==> config.mk <==
export PLATFORM = sky130hd
export DESIGN_NAME = ex_wb_stage
export DESIGN_NICKNAME = d
export VERILOG_FILES = /design/src/rtl/ex_wb_stage.sv
export SDC_FILE = /design/constraint.sdc
export NUM_CORES = 1
export LEC_CHECK = 0
export CAP_MARGIN = 15
export CORE_MARGIN = 2
export CORE_UTILIZATION = 30
export CTS_CLUSTER_DIAMETER = 50
export CTS_CLUSTER_SIZE = 20
export DETAILED_ROUTE_END_ITERATION = 10
export GPL_ROUTABILITY_DRIVEN = 0
export MAX_ROUTING_LAYER = met4
export PLACE_DENSITY = 0.65
export SYNTH_ARGS = -nofsm -noshare
export SYNTH_HDL_FRONTEND = slang
export SYNTH_SLANG_ARGS = --single-unit
==> constraint.sdc <==
create_clock -name clk -period 3.1 [get_ports clk]
set_input_delay 0.31 -clock clk [delete_from_list [all_inputs] [get_ports clk]]
set_output_delay 0.31 -clock clk [all_outputs]
set_load 0.005 [all_outputs]
==> src/rtl/ex_wb_stage.sv <==
// EX->WB back end: executes the EX-stage control strobes, owns HI/LO, GPIO and the
// retired-instruction counter, and drives the registered register-file write port.
module ex_wb_stage #(
    parameter int DATA_W = 32,
    parameter int GPIO_W = 32
) (
    input  logic              clk,
    input  logic              rst,
    input  logic              stall_FETCH,
    input  logic              instr_valid_EX,
    input  logic              enhilo_EX,
    input  logic [1:0]        regsel_EX,
    input  logic              regwrite_EX,
    input  logic              rdrt_EX,
    input  logic              GPIO_OUT,
    input  logic              GPIO_IN,
    input  logic [4:0]        rt_EX,
    input  logic [4:0]        rd_EX,
    input  logic [DATA_W-1:0] lo_EX,
    input  logic [DATA_W-1:0] hi_EX,
    input  logic [DATA_W-1:0] readdata1_EX,
    input  logic [GPIO_W-1:0] gpio_in,
    output logic              regwrite_WB,
    output logic [4:0]        regdest_WB,
    output logic [DATA_W-1:0] writedata_WB,
    output logic [GPIO_W-1:0] gpio_out,
    output logic [DATA_W-1:0] hi_q,
    output logic [DATA_W-1:0] lo_q,
    output logic [31:0]       retire_count
);

    logic              w_act;
    logic [DATA_W-1:0] w_gpio_ext;
    logic [DATA_W-1:0] w_result;
    logic [4:0]        w_dest;

    logic              r_regwrite_wb;
    logic [4:0]        r_regdest_wb;
    logic [DATA_W-1:0] r_writedata_wb;
    logic [GPIO_W-1:0] r_gpio_out;
    logic [GPIO_W-1:0] r_gpio_meta;
    logic [GPIO_W-1:0] r_gpio_sync;
    logic [DATA_W-1:0] r_hi;
    logic [DATA_W-1:0] r_lo;
    logic [31:0]       r_retire_count;

    // Strobes are only meaningful for a real, unstalled instruction; everything below gates on this.
    assign w_act  = ~stall_FETCH & instr_valid_EX;
    assign w_dest = rdrt_EX ? rt_EX : rd_EX;

    always_comb begin
        w_gpio_ext = '0;
        w_gpio_ext[GPIO_W-1:0] = r_gpio_sync;
    end

    // mfhi/mflo read the HI/LO contents from before this edge, so a mult directly ahead is visible.
    always_comb begin
        w_result = lo_EX;
        if (GPIO_IN) begin
            w_result = w_gpio_ext;
        end else begin
            case (regsel_EX)
                2'd1:    w_result = r_hi;
                2'd2:    w_result = r_lo;
                default: w_result = lo_EX;
            endcase
        end
    end

    always_ff @(posedge clk or negedge rst) begin
        if (!rst) begin
            r_gpio_meta <= '0;
            r_gpio_sync <= '0;
        end else begin
            r_gpio_meta <= gpio_in;
            r_gpio_sync <= r_gpio_meta;
        end
    end

    always_ff @(posedge clk or negedge rst) begin
        if (!rst) begin
            r_hi <= '0;
            r_lo <= '0;
        end else if (w_act && enhilo_EX) begin
            r_hi <= hi_EX;
            r_lo <= lo_EX;
        end
    end

    always_ff @(posedge clk or negedge rst) begin
        if (!rst) begin
            r_gpio_out <= '0;
        end else if (w_act && GPIO_OUT) begin
            r_gpio_out <= readdata1_EX[GPIO_W-1:0];
        end
    end

    // A bubble clears the write enable but leaves the last address/data in place.
    always_ff @(posedge clk or negedge rst) begin
        if (!rst) begin
            r_regwrite_wb  <= 1'b0;
            r_regdest_wb   <= '0;
            r_writedata_wb <= '0;
        end else begin
            r_regwrite_wb <= w_act & regwrite_EX & ~GPIO_OUT;
            if (w_act) begin
                r_regdest_wb   <= w_dest;
                r_writedata_wb <= w_result;
            end
        end
    end

    always_ff @(posedge clk or negedge rst) begin
        if (!rst) begin
            r_retire_count <= '0;
        end else if (w_act) begin
            r_retire_count <= r_retire_count + 32'd1;
        end
    end

    assign regwrite_WB  = r_regwrite_wb;
    assign regdest_WB   = r_regdest_wb;
    assign writedata_WB = r_writedata_wb;
    assign gpio_out     = r_gpio_out;
    assign hi_q         = r_hi;
    assign lo_q         = r_lo;
    assign retire_count = r_retire_count;

endmodule

Yosys cells after proc, flatten, opt, wreduce, memory -nomap -nowiden:

Cells that the tools add are included.

* multiplexer cells: 3
* bitwise gates (word level): 5
* reduce and logical (&&, ||, !) cells: 2
* add/subtract/negate cells: 1
* eq/ne operators: 2

Operators with widths (count)
* $pmux W32 S2: 1
* $add A32 B1 Y32 const B: 1
* $mux W32: 1
* $mux W5: 1
* $and A1 B1 Y1: 3
* $eq A2 B1 Y1 const B: 1
* $eq A2 B2 Y1 const B: 1
* $logic_and A1 B1 Y1: 2
* $not A1 Y1: 2

* output and inout port bits: 166
* logic and storage cells: 22
* input port bits: 149
* bits in registers: 230

Longest topological paths before layout:

Gate-level depths: netlist of run 1.

* depth after elaboration: 4
* depth in mapped cells: 8
* mapped depth without buffers: 6

Least setup slack after synthesis of run 1:

Ideal clock, no wire load.

* path kind: reg2reg
* from: reg r_retire_count[0], in the netlist retire_count[0]
* to: reg r_retire_count[28], in the netlist retire_count[28]
* buffers on the path: 0
* setup time: 124 ps
* required time: 2976 ps
* data arrival time: 1545 ps
* cell stages (with the launch flop): 6
* slack: 1431 ps
* period minus slack after synthesis: 1669 ps
* path through: dfrtp_1 -> ha_1 -> nand4b_4 -> nor4_4 -> nand4_1 -> xnor2_1

* word-level cells in the longest chain between the ends: 1

Ends and longest elaborated chain
* from (decl): line 45 `logic [31:0] r_retire_count;`
* from (signal assigned): line 117 `r_retire_count <= r_retire_count + 32'd1;`
* $add A32 B1 Y32: line 117

No other way between the ends.
A chain may end at the register's enable or synchronous reset.

Worst setup path in the final report of run 1:

* from: reg r_retire_count[0], in the netlist retire_count[0]
* to: reg r_retire_count[30], in the netlist retire_count[30]

Same word-level chain as after synthesis.

==> key figures, run 1 <==
Timing
  • RSZ-0062 raised after global routing: false
  • Slew HR: 50.9%
  • Hold Violations, Final: 0
  • Final Cycle Share: 64.5%
  • Skew final: 0.0151 ns
  • # setup viols final: 0
  • Setup TNS: 0 ns
  • F_max: 0.500 GHz
  • Final Max Tran Viols: 0
  • Worst Max-Slew Pin Slew: 0.737 ns
  • Tmin final: 2.00 ns

Finish
  • Storage element area: 5760 um2
  • Ratio of cells with drive above 1 in the final layout: 17.5%
  • Fillers: 2597
  • Multi-input logic area: 2960 um2
  • Area delta synth->final: 52.8%
  • Final Core Density: 46.9%
  • Final nets: 1140

Worst setup path
  • Crit Path Max Fanout: 10
  • Worst Reg2Reg Path Length in Cells: 5
  • R2r endpoint: retire_count[30]
  • Crit. Startpoint: retire_count[0]
  • Worst endpoint required time: 3.53 ns
  • Critical Path End: retire_count[30]
  • Worst setup SP type: flip-flop
  • R2r setup slk: 1.10 ns
  • CP arrival: 2.43 ns
  • Worst Setup End Kind: flip-flop
  • Critical path type: flip-flop to flip-flop
  • R2R Path Start: retire_count[0]

CTS
  • Worst-Skew Late Latency: 0.55 ns
  • Hold_buf cts: 1
  • CTS tree: built
  • Clk root buf: clkbuf_16
  • H-tree Lvls: 1
  • Clock sinks: 230
  • Clk buf depth: 3
  • Number of gates resized after CTS: 0
  • Post CTS Setup Buffer Count: 0
  • Number of CTS-inserted buffers: 30
  • Worst-path clk slew: 0.06 ns

Synth
  • Mapped Cells: 667
  • Number of distinct library cells after synthesis: 28
  • List of most frequent post-synthesis cells: 230 x dfrtp_1, 97 x mux2_2, 69 x a21oi_1, 39 x nor2_1, 34 x nor3_1
  • EDFF count, synth: 0
  • Post-synth ARST share: 100%
  • Number of synthesized register bits: 230
  • Ys flop type: dfrtp_1
  • Sequential fraction of the synthesis area: 64.8%
  • Most frequent cell after synthesis: dfrtp_1
  • Yosys warns: 0
  • Mean Syn Cell Area: 13.3 um2
  • Yosys top cell by area: dfrtp_1
  • Synth Net Count: 819
  • Synthesized area: 8880 um2
  • Synth top area cells: dfrtp_1 65%, mux2_2 12%, a21oi_1 3.9%
  • Share of the synthesized area in the top cell type: 64.8%

Placed design
  • IO buf count: 314
  • Detailed placer's ending HPWL: 17900 um

Route
  • Drt drc: 0
  • Detailed Route WL: 25200 um
  • Vias per inst: 4.66
  • Routed vias: 6519
  • Post-DR wirelength/cell: 18.0 um
  • Initial DRT Pass Iterations: 4
  • DRC violation total after the first TritonRoute iteration: 331
  • ANT nets after route: 0

Status
  • Status: completed

Global routing
  • Initial antenna violation count: 3
  • Vias in the first global route: 6905
  • GRT Total Usage: 16.8%
  • GRT overflow: 0
  • First-pass GRT wire length: 39800 um
  • Pin count of the biggest net entering global routing: 98

Die
  • Die Ht: 176 um
  • Die area: 31000 um2
  • Initial Util: 30.7%
  • Die width: 176 um
  • Row count: 62
  • Core Region: 28900 um2
  • # IOs: 315

Min path
  • Hold path start: gpio_in[18]
  • Hold WC Path Type: input port to flip-flop

Power
  • Pwr Total: 8960 uW
  • LEAKAGE: 0.00567 uW
  • PD cells: 660 nW/um2
  • Maximum VDD drop: 0.422 mV

Job
  • # Max-Cap Violations: 0
==> flip-flops by register name, indices dropped and copies added, names as in the netlist <==
register,flops
gpio_out,32
hi_q,32
lo_q,32
r_gpio_meta,32
r_gpio_sync,32
regdest_WB,5
regwrite_WB,1
retire_count,32
writedata_WB,32
==> worst min-delay path by stage <==
| stage | endpoint | cells after the start |
|---|---|---|
| finish | r_gpio_meta[18] | 1 |
| global route | r_gpio_meta[21] | 1 |
| CTS | r_gpio_meta[18] | 1 |
| detailed placement | r_gpio_sync[14] | 0 |
| global placement | r_gpio_sync[14] | 0 |
| floorplan | gpio_out[0] | 0 |
==> placed cells by master (no fill, tap or decap), drive strengths merged, types with 5 or more instances in the layout <==
master / netlist / final
clkdlybuf4s50: 0 / 312
dfrtp: 230 / 230
mux2: 97 / 97
a21oi: 69 / 69
nor2: 39 / 39
nor3: 34 / 34
nor2b: 33 / 33
a221oi: 32 / 32
clkbuf: 24 / 32
xnor2: 23 / 23
buf: 17 / 17
inv: 2 / 12
nand3: 11 / 11
clkinv: 0 / 11
nand2: 10 / 10
and3: 9 / 9
nand4: 9 / 9
xor2: 8 / 8
mux2i: 5 / 5
==> cell type report <==
cell class | instances | area share [%]
sequential | 230 | 42.4
timing repair buffer | 330 | 24.3
multi-input combinational | 394 | 21.8
clock buffer | 32 | 5.74
tap | 384 | 3.54
clock inverter | 24 | 2.13
inverter | 2 | 0.0553
antenna | 3 | 0.0553
==> report_power, final <==
group	internal (uW)	leakage (uW)	switching, uW
Clock	2070	0.000521	1510
Combinational	1090	0.00240	601
Sequential	3390	0.00275	297
Total	6560	0.00567	2410
==> through the flow <==
step	area (um2)	instances	setup WS [ns]	hold slack, ns
after floorplan	8880	667	1.43	0.0144
after global placement	12500	1339	0.673	0.331
after detailed placement	12500	1339	0.637	0.335
after CTS	13600	1396	1.06	0.158
after global routing	13600	1399	0.956	0.162
final	13600	1399	1.10	0.187
==> critical path: stages, from the launching register on <==
cell	delay (ns)
dfrtp_1	0.43
ha_1	0.28
nand4b_4	0.15
nor4_4	0.65
nand4_1	0.20
xnor2_1	0.16
==> routing by layer <==
metal / wire [um] / track usage (%)
met3: 1830 / 4.20
met4: 1220 / 7.54
met1: 10400 / 21.2
met2: 11800 / 25.7
met5: 0 / -
==> logic make-up (layout without fill, tap and decap cells) <==
kind of cell,Yosys count,in the layout,synth area share [%]
other cells,0,3,0
mux,102,102,12.9
flops,230,230,64.8
xor+xnor,31,31,3.06
compound gates,101,101,7.04
buf+inv,43,388,1.99
fa+ha+maj,3,3,0.423
simple gates,157,157,9.82
Power figures use the tool's default switching activity.
==> inputs of run 2 (changes only) <==
--- a/config.mk
+++ b/config.mk
@@ -13,7 +13,7 @@
 export DETAILED_ROUTE_END_ITERATION = 10
 export GPL_ROUTABILITY_DRIVEN = 0
 export MAX_ROUTING_LAYER = met4
-export PLACE_DENSITY = 0.65
+export PLACE_DENSITY = 0.67
 export SYNTH_ARGS = -nofsm -noshare
 export SYNTH_HDL_FRONTEND = slang
 export SYNTH_SLANG_ARGS = --single-unit
==> constraint.sdc (replaced) <==
create_clock -name clk -period 1.7 [get_ports clk]
set_input_delay 0.17 -clock clk [delete_from_list [all_inputs] [get_ports clk]]
set_output_delay 0.17 -clock clk [all_outputs]
set_load 0.005 [all_outputs]
==> run 2 against run 1 <==
Wire length is 0.86% higher. Cell count is 2.3% higher. Clock power is 86% higher. Core utilization is 1.5 points higher. Die area stayed put. Sequential power is 81% higher. Clock-buffer cell count stayed put. Total power is 85% higher. Clock skew is 0.0031 ns lower. Critical path type is now flip-flop to output pin.
==> key figures, run 2 (same netlist as run 1, synthesis figures left out) <==
Die
  • Core Region: 28900 um2 (unchanged)
  • Die area: 31000 um2 (unchanged)
  • Die Ht: 176 um (unchanged)
  • # IOs: 315 (unchanged)
  • Row count: 62 (unchanged)
  • Initial Util: 30.7% (unchanged)
  • Die width: 176 um (unchanged)

Finish
  • Final Core Density: 48.4% (+1.5 points)
  • Most frequent cells in the layout: 298 x clkdlybuf4s50_1, 226 x dfrtp_1, 97 x mux2_2
  • Most common cell after layout, fill and taps aside: clkdlybuf4s50_1
  • Storage element area: 5760 um2 (about the same)
  • Area delta synth->final: 57.6%
  • Final non-filler cell total: 1431 (+2.3%)
  • Fillers: 2570 (-1.0%)
  • Multi-input logic area: 2970 um2 (+0.25%)
  • Final nets: 1174 (+3.0%)
  • Ratio of cells with drive above 1 in the final layout: 20.7% (+3.3 points)

Route
  • Routed met1 length: 10500 um (+0.89%)
  • DRC violation total after the first TritonRoute iteration: 342 (+3.3%)
  • Uppermost layer routed: met4
  • Metal2 WL: 12800 um (+8.6%)
  • Routed wl met3: 1590 um (-13%)
  • Drt drc: 0 (unchanged)
  • ANT nets after route: 0 (unchanged)
  • Initial DRT Pass Iterations: 4 (unchanged)
  • Vias per inst: 4.68 (+0.49%)
  • Routed vias: 6701 (+2.8%)
  • Detailed Route WL: 25500 um (+0.86%)
  • Post-DR wirelength/cell: 17.8 um (-1.4%)

Timing
  • F_max: 0.605 GHz
  • Hold Violations, Final: 0 (unchanged)
  • # setup viols final: 0 (unchanged)
  • Final Max Tran Viols: 0 (unchanged)
  • Final Cycle Share: 97.3%
  • Slew HR: 72.6% (+22 points)
  • RSZ-0062 raised after global routing: false
  • Worst Max-Slew Pin Slew: 0.411 ns (-0.326 ns)
  • Skew final: 0.0119 ns (-0.00314 ns)
  • Tmin final: 1.65 ns

Worst setup path
  • CP arrival: 1.48 ns (-0.95 ns)
  • Crit Path Max Fanout: 3 (-7)
  • Critical path type: flip-flop to output pin
  • R2r setup slk: 0.12 ns (-0.98 ns)
  • Worst Setup End Kind: output pin
  • Worst endpoint required time: 1.53 ns (-2.00 ns)
  • Crit. Startpoint: hi_q[22]
  • Largest delay share family, worst path: buffers and inverters
  • Max stage delay on crit path: 0.53 ns (-0.12 ns)
  • Worst setup SP type: flip-flop
  • Crit-path slowest cell: clkdlybuf4s50_1
  • R2R Path Start: retire_count[1]
  • Ordered list of cells on the worst path: clkdlybuf4s50_1
  • WP buf/inv: 1 (+1)

Global routing
  • GRT Total Usage: 16.8% (-0.042 points)
  • Vias in the first global route: 7025 (+1.7%)
  • First-pass GRT wire length: 40000 um (+0.49%)
  • GRT overflow: 0 (unchanged)
  • Pin count of the biggest net entering global routing: 77 (-21%)
  • Initial antenna violation count: 1 (-2)

CTS
  • Worst-Skew Late Latency: 0.54 ns (about the same)
  • H-tree Lvls: 1 (unchanged)
  • Worst-path clk slew: 0.07 ns (about the same)
  • Number of CTS-inserted buffers: 30 (unchanged)
  • Clk buf depth: 3 (unchanged)
  • CTS tree: built
  • Clk root buf: clkbuf_16
  • Clock sinks: 230 (unchanged)

Power
  • PD cells: 1190 nW/um2 (+79%)
  • Maximum VDD drop: 0.830 mV (+97%)
  • LEAKAGE: 0.00600 uW (+5.8%)

Status
  • Status: completed

Placed design
  • IO buf count: 314 (unchanged)
  • Dpl cells: 1351 (+0.90%)
  • Detailed placer's ending HPWL: 17900 um (about the same)

Min path
  • Hold WC Path Type: input port to async pin

Job
  • # Max-Cap Violations: 0 (unchanged)
-- run 2: cell types whose count changed in the layout (fill, tap and decap cells not counted), sizes merged --
cell	previous run	this run
dlymetal6s2s	0	7
diode	3	1
dlygate4sd2	0	7
clkdlybuf4s50	312	298
clkinv	11	7
inv	12	16
buf	17	51
-- run 2: path summary, 6_finish.rpt --
| kind | to | cells past startpoint |
|---|---|---|
| max in group asynchronous | retire_count[23] | 3 |
| worst max register to register | retire_count[28] | 6 |
| min in group clk | r_gpio_meta[17] | 1 |
| worst min-delay path | hi_q[22] | 2 |
| worst max-delay path | hi_q[22] | 1 |
| worst min register to register | r_gpio_sync[1] | 0 |
-- run 2: where the power goes --
part	switching [uW]	total (uW)	leakage, uW	internal, uW
Combinational	1180	3240	0.00272	2060
Sequential	494	6690	0.00274	6190
Clock	2790	6660	0.000534	3870
Total	4460	16600	0.00600	12100
-- run 2: per-stage QoR --
step                      TNS [ns]  worst slack (ns)  power [uW]  hold slack (ns)  area [um2]
after detailed placement     -9.48            -0.245       10000           0.0166       12700
final                            0            0.0459       16600           0.0454       14000
after global placement       -9.04            -0.219        9980           0.0192       12700
after CTS                        0           0.00105       16800           0.0200       13900
after floorplan                  0            0.0315        7740           -0.126        8880
after global routing             0           0.00141       17400           0.0286       14000
-- run 2: area by class of cell --
cell class | count | share of cell area, %
flip-flops and latches | 230 | 41.2
repair buffers | 364 | 26.3
multi-input cells | 394 | 21.2
clock buffers | 32 | 5.64
well taps | 384 | 3.43
clock inverters | 24 | 2.16
inverters | 2 | 0.0536
diodes | 1 | 0.0179
-- run 2: timing repair --
action | CTS | global route
endpoints found under the setup margin | 20 | 24
setup buffers | 11 | 11
hold endpoints to repair | 230 | 0
hold buffers | 1 | 0
pin swaps | 0 | 0
resized for setup | 11 | 10
-- run 2: layer usage --
layer / track usage [%] / up-vias
met4: 5.10 / 0
met1: 20.8 / 3333
met5: - / -
li1: - / 3096
met3: 3.64 / 41
met2: 27.5 / 231
